--- src/rtl/i2s_pkg.sv ---
// Shared I2S timing definitions for the audio input and output paths.
// Divider bit positions are derived from the system clock so MCLK:BCLK:LRCLK = 256:64:1.
package i2s_pkg;

  localparam int unsigned W_SLOT = 32;

  typedef enum logic {
    CH_LEFT  = 1'b0,
    CH_RIGHT = 1'b1
  } channel_t;

  function automatic int mclk_bit(input int clk_mhz);
    return $clog2(clk_mhz - 4) - 4;
  endfunction

  function automatic int bclk_bit(input int clk_mhz);
    return mclk_bit(clk_mhz) + 2;
  endfunction

  function automatic int lrclk_bit(input int clk_mhz);
    return bclk_bit(clk_mhz) + 6;
  endfunction

endpackage

--- src/rtl/i2s_clk_gen.sv ---
// Free-running I2S clock divider: MCLK/BCLK/LRCLK, slot index and the per-bit
// sample strobe (last clk of the BCLK high phase).
module i2s_clk_gen
  import i2s_pkg::*;
#(
  parameter int clk_mhz = 50
) (
  input  logic       clk,
  input  logic       reset,
  output logic       mclk,
  output logic       bclk,
  output logic       lrclk,
  output logic       strobe,
  output logic [4:0] slot
);

  localparam int MCLK_BIT  = mclk_bit(clk_mhz);
  localparam int BCLK_BIT  = bclk_bit(clk_mhz);
  localparam int LRCLK_BIT = lrclk_bit(clk_mhz);

  logic [LRCLK_BIT-1:0] clk_div;

  always_ff @(posedge clk or posedge reset) begin
    if (reset) begin
      clk_div <= '0;
    end else begin
      clk_div <= clk_div + 1'b1;
    end
  end

  // At the lowest supported clock rates MCLK runs at the system clock itself.
  if (MCLK_BIT == 0) begin : g_mclk_pass
    assign mclk = clk;
  end else begin : g_mclk_div
    assign mclk = clk_div[MCLK_BIT-1];
  end

  assign bclk   = clk_div[BCLK_BIT-1];
  assign lrclk  = clk_div[LRCLK_BIT-1];
  assign strobe = &clk_div[BCLK_BIT-1:0];
  assign slot   = clk_div[LRCLK_BIT-2:BCLK_BIT];

endmodule

--- src/rtl/i2s_audio_in.sv ---
// I2S master receiver: drives MCLK/BCLK/LRCLK, deserialises SD into left/right samples.
// Define I2S_AUDIO_IN_SYNC_EN to pass sdata through a 2-flop synchroniser.
module i2s_audio_in
  import i2s_pkg::*;
#(
  parameter int          clk_mhz             = 50,
  parameter int unsigned out_res             = 16,
  parameter int unsigned align_right         = 0,
  parameter int unsigned offset_by_one_cycle = 1
) (
  input  logic                      clk,
  input  logic                      reset,
  output logic                      mclk,
  output logic                      bclk,
  output logic                      lrclk,
  input  logic                      sdata,
  output logic signed [out_res-1:0] left,
  output logic signed [out_res-1:0] right,
  output logic                      sample_valid
);

  logic              strobe;
  logic [4:0]        slot;
  logic              sdata_s;
  logic [W_SLOT-2:0] shift;
  logic [W_SLOT-1:0] word;
  logic [out_res-1:0] extracted;
  logic [out_res-1:0] left_hold;
  logic              primed;
  logic              word_done;
  channel_t          word_ch;

  i2s_clk_gen #(
    .clk_mhz(clk_mhz)
  ) u_clk_gen (
    .clk    (clk),
    .reset  (reset),
    .mclk   (mclk),
    .bclk   (bclk),
    .lrclk  (lrclk),
    .strobe (strobe),
    .slot   (slot)
  );

`ifdef I2S_AUDIO_IN_SYNC_EN
  logic [1:0] sdata_sync;

  always_ff @(posedge clk or posedge reset) begin
    if (reset) begin
      sdata_sync <= '0;
    end else begin
      sdata_sync <= {sdata_sync[0], sdata};
    end
  end

  assign sdata_s = sdata_sync[1];
`else
  assign sdata_s = sdata;
`endif

  assign word = {shift, sdata_s};

  always_comb begin
    extracted = '0;
    for (int unsigned i = 0; i < out_res; i++) begin
      extracted[i] = (align_right != 0) ? word[i] : word[W_SLOT-out_res+i];
    end
  end

  // With the one-BCLK offset the first slot-0 strobe after reset would close
  // a word holding a single bit; hold off until a full half has been shifted.
  always_ff @(posedge clk or posedge reset) begin
    if (reset) begin
      primed <= 1'b0;
    end else if (strobe && slot == 5'd31) begin
      primed <= 1'b1;
    end
  end

  always_comb begin
    word_done = 1'b0;
    word_ch   = CH_LEFT;
    if (offset_by_one_cycle != 0) begin
      word_done = strobe && slot == 5'd0 && primed;
      word_ch   = channel_t'(~lrclk);
    end else begin
      word_done = strobe && slot == 5'd31;
      word_ch   = channel_t'(lrclk);
    end
  end

  always_ff @(posedge clk or posedge reset) begin
    if (reset) begin
      shift        <= '0;
      left_hold    <= '0;
      left         <= '0;
      right        <= '0;
      sample_valid <= 1'b0;
    end else begin
      sample_valid <= 1'b0;
      if (strobe) begin
        shift <= word[W_SLOT-2:0];
      end
      if (word_done) begin
        if (word_ch == CH_RIGHT) begin
          right        <= $signed(extracted);
          left         <= $signed(left_hold);
          sample_valid <= 1'b1;
        end else begin
          left_hold <= extracted;
        end
      end
    end
  end

endmodule

--- config.mk ---
export PLATFORM = sky130hd
export DESIGN_NAME = i2s_audio_in
export DESIGN_NICKNAME = d
export VERILOG_FILES = /design/src/rtl/i2s_pkg.sv /design/src/rtl/i2s_clk_gen.sv /design/src/rtl/i2s_audio_in.sv
export SDC_FILE = /design/constraint.sdc
export NUM_CORES = 1
export LEC_CHECK = 0
export CAP_MARGIN = 20
export CORE_MARGIN = 1.5
export CORE_UTILIZATION = 30
export DETAILED_ROUTE_END_ITERATION = 7
export GPL_ROUTABILITY_DRIVEN = 0
export HOLD_SLACK_MARGIN = 0.02
export PLACE_DENSITY = 0.52
export SYNTH_ARGS = -nofsm -noshare
export SYNTH_HDL_FRONTEND = slang
export SYNTH_SLANG_ARGS = --single-unit
--- constraint.sdc ---
create_clock -name clk -period 4.35 [get_ports clk]
set_clock_uncertainty 0.15 [all_clocks]
set_input_delay 0.87 -clock clk [delete_from_list [all_inputs] [get_ports clk]]
set_output_delay 0.87 -clock clk [all_outputs]
set_load 0.1 [all_outputs]
==> After elaboration in Yosys (flattened, before gate mapping) <==
Index checks and enable logic that the tools add are counted.
{ "totals": {"reg_bits": 91, "inputBits": 3} }
{ "op_classes": {"bitwise": 1, "mux": 2, "n_addsub": 1, "n_reduce_logical": 7, "eq_ne": 1} }
{ "op_table": {"columns": ["cell", "n"], "rows": [
  ["$add 10x1->10 const B", 1],
  ["$eq 5x5->1 const B", 1],
  ["$logic_not 5->1", 1],
  ["$reduce_and 2->1", 2],
  ["$reduce_and 4->1", 1],
  ["$logic_and 1x1->1", 3],
  ["$mux 1", 2],
  ["$not 1->1", 1]
]} }

==> Longest topological paths before layout <==
{ "depth": {"word_depth": 4, "mapped_depth": 6, "depth_no_buf": 4} }

==> By module <==
Synthesis repeated with hierarchy kept, for this count alone.
{ "hier_totals": {"cells_unflattened": 215, "area_unflattened_um2": 3520.9} }
{ "modules_own_cells": {"columns": ["module", "instances", "cells_each", "area_each_um2", "seq_area_each_um2"], "rows": [
  ["i2s_audio_in", 1, 180, 3084.2, 2026.9],
  ["i2s_clk_gen", 1, 35, 436.7, 250.2]
]} }

==> Least setup slack after synthesis <==
No wires, ideal clock.
{ "synth_timing": {"path_type": "register to register", "startpoint": "register u_clk_gen.clk_div[1]", "endpoint": "register left_hold[0]", "setup_ns": 0.125, "path_slack_ns": 1.422, "n_path_buf": 2, "t_arrival_ns": 2.653, "path_stages_with_launch": 7, "path_cell_list": "dfrtp_1 -> ha_1 -> nand3_1 -> or4_1 -> buf_4 -> buf_6 -> mux2_4"} }
{ "synth_via": {"elab_chain_cells": 4} }
{ "synth_lines": {"columns": ["item", "line_no", "rtl"], "rows": [
  ["start: declaration", "i2s_clk_gen.sv:21", "logic [LRCLK_BIT-1:0] clk_div;"],
  ["start signal: assignment", "i2s_clk_gen.sv:27", "clk_div <= clk_div + 1'b1;"],
  ["$reduce_and 4->1", "i2s_clk_gen.sv:40", "assign strobe = &clk_div[BCLK_BIT-1:0];"],
  ["$logic_and 1x1->1 (2 in a row)", "i2s_audio_in.sv:84", "word_done = strobe && slot == 5'd0 && primed;"],
  ["$reduce_and 2->1 (no source line)", null, null],
  ["end signal: assignment", "i2s_audio_in.sv:110", "left_hold <= extracted;"],
  ["end: declaration", "i2s_audio_in.sv:28", "logic [out_res-1:0] left_hold;"]
]} }
Every way passes these cells.
A chain may end at the register's enable or synchronous reset.

==> Worst setup path in the final report <==
{ "layout_timing": {"startpoint": "register u_clk_gen.clk_div[9]", "endpoint": "output lrclk"} }
{ "layout_rtl": {"columns": ["item", "line_no", "rtl"], "rows": [
  ["end: declaration", "i2s_audio_in.sv:15", "output logic lrclk,"]
]} }
No word-level cell between the ends.

==> results.sh <==
export IMPL_grt_overflow_total=0
export IMPL_synth_distinct_cells=23
export IMPL_min_path_type="register to register"
export IMPL_crit_slowest_cell="clkdlybuf4s50_1"
export IMPL_core_rowCount=39
export IMPL_holdWs_ns=0.311
export IMPL_rsz0062_at_grt="false"
export IMPL_synthCells=273
export IMPL_status="finished clean"
export IMPL_drc=0
export IMPL_core_area_um2=11400
export IMPL_path_cells="clkdlybuf4s50_1"
export IMPL_multi_input_area_um2=1130
export IMPL_antenna_found_initial=0
export IMPL_critPathBufInv=1
export IMPL_clockBufferDepth=2
export IMPL_gr_usage_met3_pct=2.79
export IMPL_crit_type="register to output port"
export IMPL_final_area_um2=4330
export IMPL_clk_pin_slew_worst_paths_ns=0.06
export IMPL_drive_above_1_share_pct=22.2
export IMPL_finalSetupViolations=0
export IMPL_cts_root_buf="clkbuf_16"
export IMPL_post_cts_setup_buffers=0
export IMPL_cts_tree="built"
export IMPL_die_area_um2=12300
export IMPL_max_freq_ghz=0.334
export IMPL_placed_cell_area_um2=4020
export IMPL_worst_path_largest_cell_delay_ns=1.18
export IMPL_top_usage_layer="met2"
export IMPL_drt_initial_drc_count=91
export IMPL_vias=2024
export IMPL_grtUsageMet2_pct=15.4
export IMPL_rrSetupSlack_ns=1.54
export IMPL_drtPass1Iterations=4
export IMPL_crit_arrival_ns=1.98
export IMPL_cts_hold_buffers_added=0
export IMPL_finalMaxSlewViolations=0
export IMPL_tns_ns=0
export IMPL_drt_total_wl_mm=5.86
export IMPL_p_leak_nw=2.18
export IMPL_max_vdd_ir_drop_mv=0.148
export IMPL_cp_required_ns=3.33
export IMPL_slew_headroom_pct=33.0
export IMPL_p_per_area_nw_per_um2=380
export IMPL_io_pins=39
export IMPL_cts_resized=0
export IMPL_fin_crit_ns=3.00
export IMPL_layout_nets=319
export IMPL_postSynthNetCount=277
export IMPL_hold_violations=0
export IMPL_dp_hpwl_mm=3.80
export IMPL_use_met1_pct=15.1
export IMPL_worst_pin_slew_ns=1.00
export IMPL_grt_pass1_wl_mm=10.5
export IMPL_crit_path_end_kind="output port"
export IMPL_port_buffers=38
export IMPL_critPathTopFamily="buffers and inverters"
export IMPL_area_delta_synth_final_pct=24.3
export IMPL_fp_dieH_um=111
export IMPL_h_tree_depth=3
export IMPL_gr_usage_all_layers_pct=10.8
export IMPL_synth_warnings=0
export IMPL_grt_max_degree=42
export IMPL_synth_area_per_cell_um2=12.8
export IMPL_post_drt_wl_per_cell_um=12.6
export IMPL_die_w_um=111
export IMPL_cap_violations=0
export IMPL_period_share_pct=68.9
export IMPL_clock_sinks=91
export IMPL_ys_seq_area_share_pct=65.4
export IMPL_num_antenna_cells=0
export IMPL_via_per_inst=4.37
export IMPL_critPathMaxFanout=5
export IMPL_cts_buffers=9
export IMPL_syn_cell_area_um2=3480
export IMPL_seqCellArea_um2=2280
export IMPL_fill_cells=1123
export IMPL_clock_latency_ns=0.33
export IMPL_grt_pass1_vias=2098
export IMPL_initial_core_util_pct=30.6
export IMPL_synth_seq_cells=91
export IMPL_ant_nets=0
export IMPL_setup_worst_path_start_class="register"
-- final cells by class --
class / instances / area share, %
clock inverter: 5 / 1.42
inverter: 3 / 0.289
timing repair buffer: 44 / 9.83
multi-input combinational: 166 / 26.1
clock buffer: 11 / 5.61
sequential: 91 / 52.6
tap: 143 / 4.13
-- synth_stat cells --
master / instances / area (µm²)
buf_6: 2 / 22.5
ha_1: 1 / 12.5
buf_2: 3 / 15.0
and4_1: 1 / 8.76
mux2_1: 1 / 11.3
mux2_4: 10 / 150
nand2b_1: 1 / 6.26
nor4_2: 1 / 12.5
nor4_1: 1 / 6.26
inv_1: 3 / 11.3
nand3_1: 4 / 20.0
buf_4: 1 / 7.51
xor2_1: 1 / 8.76
and3_1: 2 / 12.5
mux2_2: 37 / 417
a41o_1: 1 / 10.0
nand4_1: 2 / 12.5
xnor2_1: 7 / 61.3
or4_1: 1 / 7.51
nand2_1: 94 / 353
clkbuf_1: 7 / 26.3
dfrtp_1: 91 / 2280
or4_4: 1 / 11.3
-- per-layer routing --
| metal | wire [µm] | vias to the layer above |
|---|---|---|
| li1 | - | 987 |
| met1 | 3030 | 992 |
| met2 | 2490 | 35 |
| met3 | 235 | 10 |
| met4 | 98 | 0 |
| met5 | 0 | - |
-- final timing paths --
check                                          startpoint                             end  depth (start not counted)
max                        u_clk_gen.clk_div[9]$_DFF_PP0_                           lrclk                          1
max reg2reg                u_clk_gen.clk_div[1]$_DFF_PP0_        left_hold[8]$_DFFE_PP0P_                          4
min reg2reg                          shift[9]$_DFFE_PP0P_           shift[10]$_DFFE_PP0P_                          2
min                                  shift[9]$_DFFE_PP0P_           shift[10]$_DFFE_PP0P_                          2
min in group asynchronous                           reset  u_clk_gen.clk_div[5]$_DFF_PP0_                          2
max in group asynchronous                           reset             left[4]$_DFFE_PP0P_                          3
-- metrics by stage --
step	std cells	utilization (%)	worst slack (ns)	total power, W
detailed placement	447	35.4	1.49	0.000888
global placement	447	35.4	1.56	0.000887
CTS	463	38.1	1.32	0.00168
finish	463	38.1	1.35	0.00165
floorplan	273	-	0.966	0.000877
global route	463	38.1	1.29	0.00171
-- logic make-up (layout without fill, tap and decap cells) --
logic type	Yosys count	count (layout)	synth area share, %
AO/OA/AOI/OAI	1	1	0.288
AND/OR/NAND/NOR	108	108	12.9
flip-flops	91	91	65.4
adder cells (fa/ha/maj)	1	1	0.359
buffers and inverters	16	63	2.37
multiplexers	48	48	16.6
XOR/XNOR	8	8	2.01
-- sequential cells by signal (all words and copies together) (netlist names) --
name and cells:
right 16, sample_valid 1, left 16, u_clk_gen.clk_div 10, left_hold 16, primed 1
shift 31
-- cell usage in the layout, fill, tap and decap left out --
cell type / Yosys / layout
clkinvlp_4: 0 / 3
clkbuf_1: 7 / 1
dfrtp_1: 91 / 91
mux2_4: 10 / 10
clkbuf_16: 0 / 9
inv_1: 3 / 2
nand2b_1: 1 / 1
buf_4: 1 / 6
inv_6: 0 / 1
nand2_1: 94 / 94
bufinv_16: 0 / 1
and4_1: 1 / 1
ha_1: 1 / 1
xnor2_1: 7 / 7
a41o_1: 1 / 1
clkinv_2: 0 / 1
mux2_2: 37 / 37
xor2_1: 1 / 1
and3_1: 2 / 2
clkdlybuf4s50_1: 0 / 38
nand4_1: 2 / 2
nor4_1: 1 / 1
or4_1: 1 / 1
or4_4: 1 / 1
clkbuf_8: 0 / 1
nor4_4: 0 / 1
nand3_1: 4 / 4
mux2_1: 1 / 1
-- report_power, final --
part / internal, W / switching, W / leakage [nW]
Sequential: 0.000848 / 0.000000692 / 1.25
Combinational: 0.00000399 / 0.0000175 / 0.793
Clock: 0.000463 / 0.000313 / 0.138
Total: 0.00131 / 0.000332 / 2.18
Note: power is estimated with default switching activity, not from simulation.
